[src/rtl/tetris_vga_pkg.sv]
// tetris_vga_pkg: screen/sprite geometry constants and blitter state type
package tetris_vga_pkg;
  localparam int SCREEN_W = 640;
  localparam int SCREEN_H = 480;
  localparam int SPR_W = 64;
  localparam int SPR_H = 48;
  localparam int ADDR_W = 19;
  localparam int COLOR_W = 8;
  localparam int CW = $clog2(SPR_W);
  localparam int RW = $clog2(SPR_H);
  localparam logic [COLOR_W-1:0] TRANSPARENT_COLOR = 8'h00;
  typedef enum logic [1:0] {IDLE, RD, WR, DONE} blit_state_t;
endpackage

[src/rtl/blit_coord_gen.sv]
// blit_coord_gen: sprite r/c counters, screen row/col, clip test, ROM and framebuffer addresses
// Ports: clock, resetn (sync, active-low); load latches start_x/start_y and clears r/c;
// step advances c then r; src_addr = r*SPR_W+c; fb_addr = row*SCREEN_W+col;
// visible = pixel lies on screen; last = r/c at the final sprite pixel.
module blit_coord_gen
  import tetris_vga_pkg::*;
(
  input  logic              clock,
  input  logic              resetn,
  input  logic              load,
  input  logic              step,
  input  logic [9:0]        start_x,
  input  logic [9:0]        start_y,
  output logic [11:0]       src_addr,
  output logic [ADDR_W-1:0] fb_addr,
  output logic              visible,
  output logic              last
);
  logic [9:0] x, y;
  logic [RW-1:0] r;
  logic [CW-1:0] c;
  logic [10:0] row, col;
  logic c_last;
  always_ff @(posedge clock)
    if (!resetn) begin
      x <= '0;
      y <= '0;
      r <= '0;
      c <= '0;
    end else if (load) begin
      x <= start_x;
      y <= start_y;
      r <= '0;
      c <= '0;
    end else if (step) begin
      c <= c_last ? '0 : c + 1'b1;
      r <= c_last ? r + 1'b1 : r;
    end
  // rows are 1-based: startY=0 with r=0 wraps to 2047 and is clipped
  assign row = 11'(y) + 11'(r) - 11'd1;
  assign col = 11'(x) + 11'(c);
  assign visible = row < 11'(SCREEN_H) && col < 11'(SCREEN_W);
  assign c_last = c == CW'(SPR_W - 1);
  assign last = c_last && r == RW'(SPR_H - 1);
  assign src_addr = 12'(r) * 12'(SPR_W) + 12'(c);
  assign fb_addr = ADDR_W'(row) * ADDR_W'(SCREEN_W) + ADDR_W'(col);
endmodule

[src/rtl/sprite_blitter.sv]
// sprite_blitter: copies one sprite from ROM into the framebuffer at (startX, startY), clipped to the screen
// Ports: clock, resetn (sync, active-low); start/startX/startY request; src_addr/src_data sprite ROM
// (1-cycle latency); fb_we/fb_addr/fb_data/fb_ready framebuffer write handshake; busy, done status.
// Option: define BLIT_TRANSPARENCY_EN to skip writes of TRANSPARENT_COLOR pixels.
module sprite_blitter
  import tetris_vga_pkg::*;
(
  input  logic               clock,
  input  logic               resetn,
  input  logic               start,
  input  logic [9:0]         startX,
  input  logic [9:0]         startY,
  output logic [11:0]        src_addr,
  input  logic [COLOR_W-1:0] src_data,
  output logic               fb_we,
  output logic [ADDR_W-1:0]  fb_addr,
  output logic [COLOR_W-1:0] fb_data,
  input  logic               fb_ready,
  output logic               busy,
  output logic               done
);
  blit_state_t state, state_nx;
  logic we_q, we_nx, load, step, visible, last, skip, accept;
  logic [ADDR_W-1:0] addr;
  blit_coord_gen u_coord (
    .clock   (clock),
    .resetn  (resetn),
    .load    (load),
    .step    (step),
    .start_x (startX),
    .start_y (startY),
    .src_addr(src_addr),
    .fb_addr (addr),
    .visible (visible),
    .last    (last)
  );
`ifdef BLIT_TRANSPARENCY_EN
  assign skip = state == WR && src_data == TRANSPARENT_COLOR;
`else
  assign skip = 1'b0;
`endif
  // a transparent pixel suppresses the pending write and completes at once
  assign fb_we = we_q && !skip;
  assign accept = (we_q && fb_ready) || skip;
  assign fb_addr = state == WR ? addr : '0;
  assign fb_data = state == WR ? src_data : '0;
  assign busy = state == RD || state == WR;
  assign done = state == DONE;
  always_ff @(posedge clock)
    if (!resetn) begin
      state <= IDLE;
      we_q <= 1'b0;
    end else begin
      state <= state_nx;
      we_q <= we_nx;
    end
  always_comb begin
    state_nx = state;
    we_nx = we_q;
    load = 1'b0;
    step = 1'b0;
    case (state)
      IDLE: begin
        load = start;
        state_nx = start ? RD : IDLE;
      end
      RD: begin
        step = !visible;
        we_nx = visible;
        state_nx = visible ? WR : (last ? DONE : RD);
      end
      WR: begin
        step = accept;
        we_nx = we_q && !accept;
        state_nx = accept ? (last ? DONE : RD) : WR;
      end
      default: state_nx = IDLE;
    endcase
  end
endmodule
[config.mk]
export PLATFORM = sky130hd
export DESIGN_NAME = sprite_blitter
export DESIGN_NICKNAME = d
export VERILOG_FILES = /design/src/rtl/tetris_vga_pkg.sv /design/src/rtl/blit_coord_gen.sv /design/src/rtl/sprite_blitter.sv
export SDC_FILE = /design/constraint.sdc
export NUM_CORES = 1
export LEC_CHECK = 0
export ABC_AREA = 1
export BUFFER_PORTS_ARGS = -buffer_cell sky130_fd_sc_hd__buf_4
export CORE_MARGIN = 4
export CORE_UTILIZATION = 60
export DETAILED_ROUTE_END_ITERATION = 10
export PLACE_DENSITY = 0.83
export REMOVE_ABC_BUFFERS = 1
export SETUP_SLACK_MARGIN = 0.2
export SYNTH_ARGS = -nofsm -noshare
export SYNTH_HDL_FRONTEND = slang
export SYNTH_SLANG_ARGS = --single-unit
[constraint.sdc]
create_clock -name clock -period 8.65 [get_ports clock]
set_clock_uncertainty 0.15 [all_clocks]
set_input_delay 0.4325 -clock clock [delete_from_list [all_inputs] [get_ports clock]]
set_output_delay 0.4325 -clock clock [all_outputs]
set_load 0.005 [all_outputs]
### Word level (Yosys, flattened, before mapping)

Cells that the tools add are included.

| operators by class | value |
|---|---|
| add/subtract/negate cells | 7 |
| equality and inequality tests | 5 |
| bitwise logic cells | 1 |
| multiply operators | 1 |
| mux-type cells | 11 |
| order comparisons | 2 |
| reduce and logical (&&, ||, !) cells | 11 |

Operators by type and width:

| operator | number |
|---|---|
| $add 10x6->11 | 2 |
| $add 19x11->19 | 1 |
| $mux 19 | 1 |
| $add 12x6->12 | 1 |
| $add 6x1->6 const B | 2 |
| $eq 6x6->1 const B | 2 |
| $mul 11x3->12 const B | 1 |
| $lt 11x10->1 const B | 1 |
| $lt 11x9->1 const B | 1 |
| $sub 11x1->11 const B | 1 |
| $mux 8 | 1 |
| $mux 2 | 3 |
| $mux 6 | 1 |
| $pmux 2 s3 | 1 |
| $eq 2x2->1 const B | 2 |
| $logic_and 1x1->1 | 4 |
| $pmux 1 s2 | 2 |
| $eq 2x1->1 const B | 1 |
| $logic_not 1->1 | 2 |
| $logic_not 2->1 | 1 |
| $mux 1 | 2 |
| $reduce_and 2->1 | 1 |
| $reduce_bool 2->1 | 1 |
| $reduce_or 2->1 | 1 |
| other kinds (2) | 2 |

| word-level totals | value |
|---|---|
| output and inout bits | 42 |
| register bits | 35 |
| input port bits | 32 |
| word-level logic and storage cells | 44 |

### Longest topological paths before layout

| logic depth | value |
|---|---|
| depth in word-level cells | 7 |
| mapped depth | 25 |

### Hierarchy

From an unflattened synthesis, not the netlist that was laid out.

| second synthesis, totals | value |
|---|---|
| cells, all modules | 545 |
| area total of the unflattened synthesis | 3504.6 um2 |

Modules (own cells, without submodules):

| module | area each (um2) | instances | seq. area each (um2) | cells an instance |
|---|---|---|---|---|
| blit_coord_gen | 3049.2 | 1 | 640.6 | 456 |
| sprite_blitter | 455.4 | 1 | 60.1 | 89 |

### Least setup slack after synthesis

Ideal clock, no wire load.

| path | value |
|---|---|
| kind | flip-flop to output port |
| start | register u_coord.r[1] |
| end | output fb_addr[18] |
| buffers on the path | 0 |
| data required time | 8068 ps |
| cell stages (with the launch flop) | 23 |
| slack | 4440 ps |
| arrival time | 3627 ps |
| cell sequence | dfxtp_1 inv_1 ha_1 inv_1 ha_1 inv_1 fa_1 nand3b_1 nand2_2 xnor2_1 inv_1 ha_1 ha_1 a21oi_1 nand2_1 xnor2_1 nor2_1 nand2_1 nor2_1 nand3_1 nand2_1 nand2_1 nor2_1 |

| between the ends | value |
|---|---|
| cells in the longest elaborated chain, start to end | 5 |

Ends and longest elaborated chain:

| item | RTL line | RTL |
|---|---|---|
| start: declaration | blit_coord_gen.sv:20 | `logic [RW-1:0] r;` |
| start signal: assignment | blit_coord_gen.sv:37 | `r <= c_last ? r + 1'b1 : r;` |
| $add 10x6->11 | blit_coord_gen.sv:40 | `assign row = 11'(y) + 11'(r) - 11'd1;` |
| $sub 11x1->11 | blit_coord_gen.sv:40 |  |
| $mul 11x3->12 | blit_coord_gen.sv:46 | `assign fb_addr = ADDR_W'(row) * ADDR_W'(SCREEN_W) + ADDR_W'(col);` |
| $add 19x11->19 | blit_coord_gen.sv:46 |  |
| $mux 19 | sprite_blitter.sv:45 | `assign fb_addr = state == WR ? addr : '0;` |
| end: declaration | sprite_blitter.sv:16 | `output logic [ADDR_W-1:0] fb_addr,` |

Every way passes these cells.

### Worst setup path in the final report

Ends and elaborated chain as after synthesis.

==> metrics.md <==
| Metric | Value |
|---|---|
| EDFF count, synth | `0` |
| CP Max Fanout | `4` |
| Via Count | `3,405` |
| Initial Util | `61.5%` |
| Post-route ant nets | `0` |
| Status | `finished, final reports clean` |
| Tot Pwr | `1.24 mW` |
| DR iter-0 viols | `149` |
| Endpoints failing setup | `0` |
| Layout cell share with drive strength beyond 1 | `18.4%` |
| Post-layout minimum cycle time | `5.07 ns` |
| First-pass GRT wire length | `13,900 µm` |
| Dominant cells by area after synthesis | `dfxtp_1, ha_1, nand2_1, inv_1, a21oi_1` |
| Largest net degree at the start of global routing | `33` |
| Seq/Total Area, Yosys | `20.7%` |
| Cts hold-fix bufs | `0` |
| Worst Path Arrival | `4.48 ns` |
| CP max stage cell | `fa_1` |
| Aggregate routed wire length | `8120 µm` |
| # resized after CTS | `0` |
| TritonCTS Sinks | `35` |
| Remaining DRCs | `0` |
| Max_cap viols | `0` |
| Max Slew Vio Count | `0` |
| Period utilization | `58.6%` |
| Commonest non-fill, non-tap cell in the layout | `nand2_1` |
| Crit path largest cell delay | `0.40 ns` |
| Site Rows | `27` |
| Clock Path Buffers | `2` |
| Gpl congestion | `0.873` |
| Cell variety after synth | `33` |
| Antenna Cells | `0` |
| Synth Area in Simple Gates | `29.4%` |
| Warnings from Yosys | `0` |
| Compound-Gate Fraction of Synth Area | `14.2%` |
| Drt via density | `5.16` |
| Worst-path cell chain | `inv_1 > ha_1 > inv_1 > ha_1 > inv_1 > fa_1 > nand3b_1 > nand2_2 > xnor2_1 > inv_1 > ha_1 > ha_1 > a21oi_1 > nand2_1 > xnor2_1 > nor2_1 > nand2_1 > nor2_1 > nand3_1 > nand2_1 > nand2_1 > nor2_1 > buf_4` |
| Number of port buffers | `73` |
| Cell total after placement | `652` |
| Mux cell area share after synthesis | `0%` |
| # IOs | `74` |
| Largest family of logic cells by synthesized area | `simple AND/OR/NAND/NOR gates` |
| Static Leak | `2.16 nW` |
| Fmax | `197 MHz` |
| GR Util All Layers | `23.7%` |
| Worst min-delay path category | `primary input to register` |
| TritonCTS clock tree | `done` |
| Yosys top cell by area | `dfxtp_1` |
| Maximum VDD drop | `0.256 mV` |
| Post-route insts no fill | `660` |
| # Post-CTS Setup Buffers | `0` |
| Setup Crit Path Kind | `register to output pin` |
| Post-synthesis xor/xnor area fraction | `5.17%` |
| Worst Setup End Kind | `output pin` |
| Asr flop ratio synth | `0%` |
| Layer with the highest usage | `met2` |
| Adder-Cell Fraction of Synth Area | `19.0%` |
| Final Hold Fails | `0` |
| Grt met3 use | `5.16%` |
| Worst Path Buf+Inv | `5` |
| Die ar. | `0.00691 mm²` |
| DIE WIDTH | `83.1 µm` |
| Number of global-route vias before repair | `3,214` |
| RSZ-0062 raised after global routing | `false` |
| Rel. slew slack | `32.1%` |
| Startpoint types | `register` |
| Nets | `668` |
| Post-synth top flop | `dfxtp_1` |
| Synthesized flop and latch total | `35` |
| Grt total ovfl | `0` |
| Most frequent cells in the layout | `nand2_1, inv_1, buf_4, nor2_1, a21oi_1` |
| Pwr per Cell Area | `301 mW/mm²` |
| Reg clk slew, reported paths | `0.08 ns` |
| Root buf cell | `clkbuf_8` |
| Hpwl dp | `6300 µm` |
| M2 GR Usage | `39.4%` |
| P&R area growth vs syn | `21.2%` |
| Worst-Margin Slew | `1.02 ns` |
| Mapped Cells | `516` |
| Die height | `83.1 µm` |
| Largest delay share family, worst path | `adder cells` |
| Total negative slack | `0 ns` |
| H-tree Lvls | `2` |
| Clock latency on the worst-skew pair | `0.29 ns` |
| Core Footprint | `0.00551 mm²` |
| Initial antenna violation count | `0` |
| 1st-pass router iterations | `4` |
| Req. time, crit path | `8.07 ns` |
| Syn Std Cell Area | `0.00339 mm²` |
| Yosys top cell area share | `20.7%` |
| Routed len/inst | `12.3 µm` |
| Avg Inst Size Synth | `6.57 µm²` |
| M1 GR Usage | `29.5%` |
| CTS Buf Count | `5` |
[synth_stat cells (2+ instances only)]
cell type and instances:
nand3b_1 5, a31oi_1 4, ha_1 45, nor2_4 2, fa_1 4, nand2_2 13, xnor2_1 9, nor3_1 4
nor2_2 2, inv_1 87, clkinv_1 3, o21ai_0 34, nand4_1 12, xor2_1 11, dfxtp_1 35, nor2_1 51
nand3_2 3, clkbuf_1 7, nand2_1 101, nand3_1 21, a21oi_1 51
[worst paths after layout]
check	start	end	slack, ns	depth (start not counted)
min	startX[0]	u_coord.x[0]	0.24	3
max reg2reg	u_coord.r[1]	u_coord.c[4]	5.42	19
max	u_coord.r[1]	fb_addr[18]	3.58	23
min reg2reg	u_coord.y[5]	u_coord.y[5]	0.32	2
[worst min-delay path, cell delays in order]
cell and delay (ns):
buf_4 0.07, o21ai_0 0.07, nor2_1 0.07
[final cells by class]
cell class | instances | area [µm²]
multi-input combinational | 380 | 2300
clock inverter | 2 | 38.8
timing repair buffer | 74 | 556
clock buffer | 6 | 82.6
tap | 72 | 90.1
fill | 450 | 1400
inverter | 91 | 342
sequential | 35 | 701
[sequential cells by signal, indices dropped and copies added, names as in the netlist]
signal	flops
u_coord.y	10
u_coord.r	6
state	2
u_coord.x	10
u_coord.c	6
fb_we	1
[report_power, final]
| part | switching, mW | internal, mW |
|---|---|---|
| clock | 0.0657 | 0.0949 |
| combinational | 0.537 | 0.345 |
| sequential | 0.0141 | 0.180 |
| total | 0.617 | 0.620 |
[cells by family (layout without fill, tap and decap cells)]
family / count (synthesis) / after routing
and+or+nand+nor: 218 / 218
buffers and inverters: 101 / 173
AOI/OAI and AO/OA: 93 / 93
adders and majority gates: 49 / 49
DFF: 35 / 35
xor gates and xnor gates: 20 / 20
[metrics by stage]
step | setup WS, ns | util, % | cell area [µm²] | hold WS [ns]
after floorplan | 4.43 | - | 3340 | 0.283
after global placement | 4.17 | 72.4 | 3990 | 0.299
after detailed placement | 3.94 | 72.4 | 3990 | 0.304
after CTS | 3.60 | 74.6 | 4110 | 0.233
final | 3.58 | 74.6 | 4110 | 0.238
after global routing | 3.18 | 74.6 | 4110 | 0.255
[layer usage]
layer	part of all wire [%]	wire, µm	vias up
met5	0	0	-
met4	2.0	160	0
met3	6.4	519	14
met2	46	3720	98
met1	46	3720	1491
li1	-	-	1802
No activity file was read; power rests on OpenSTA's default activity.
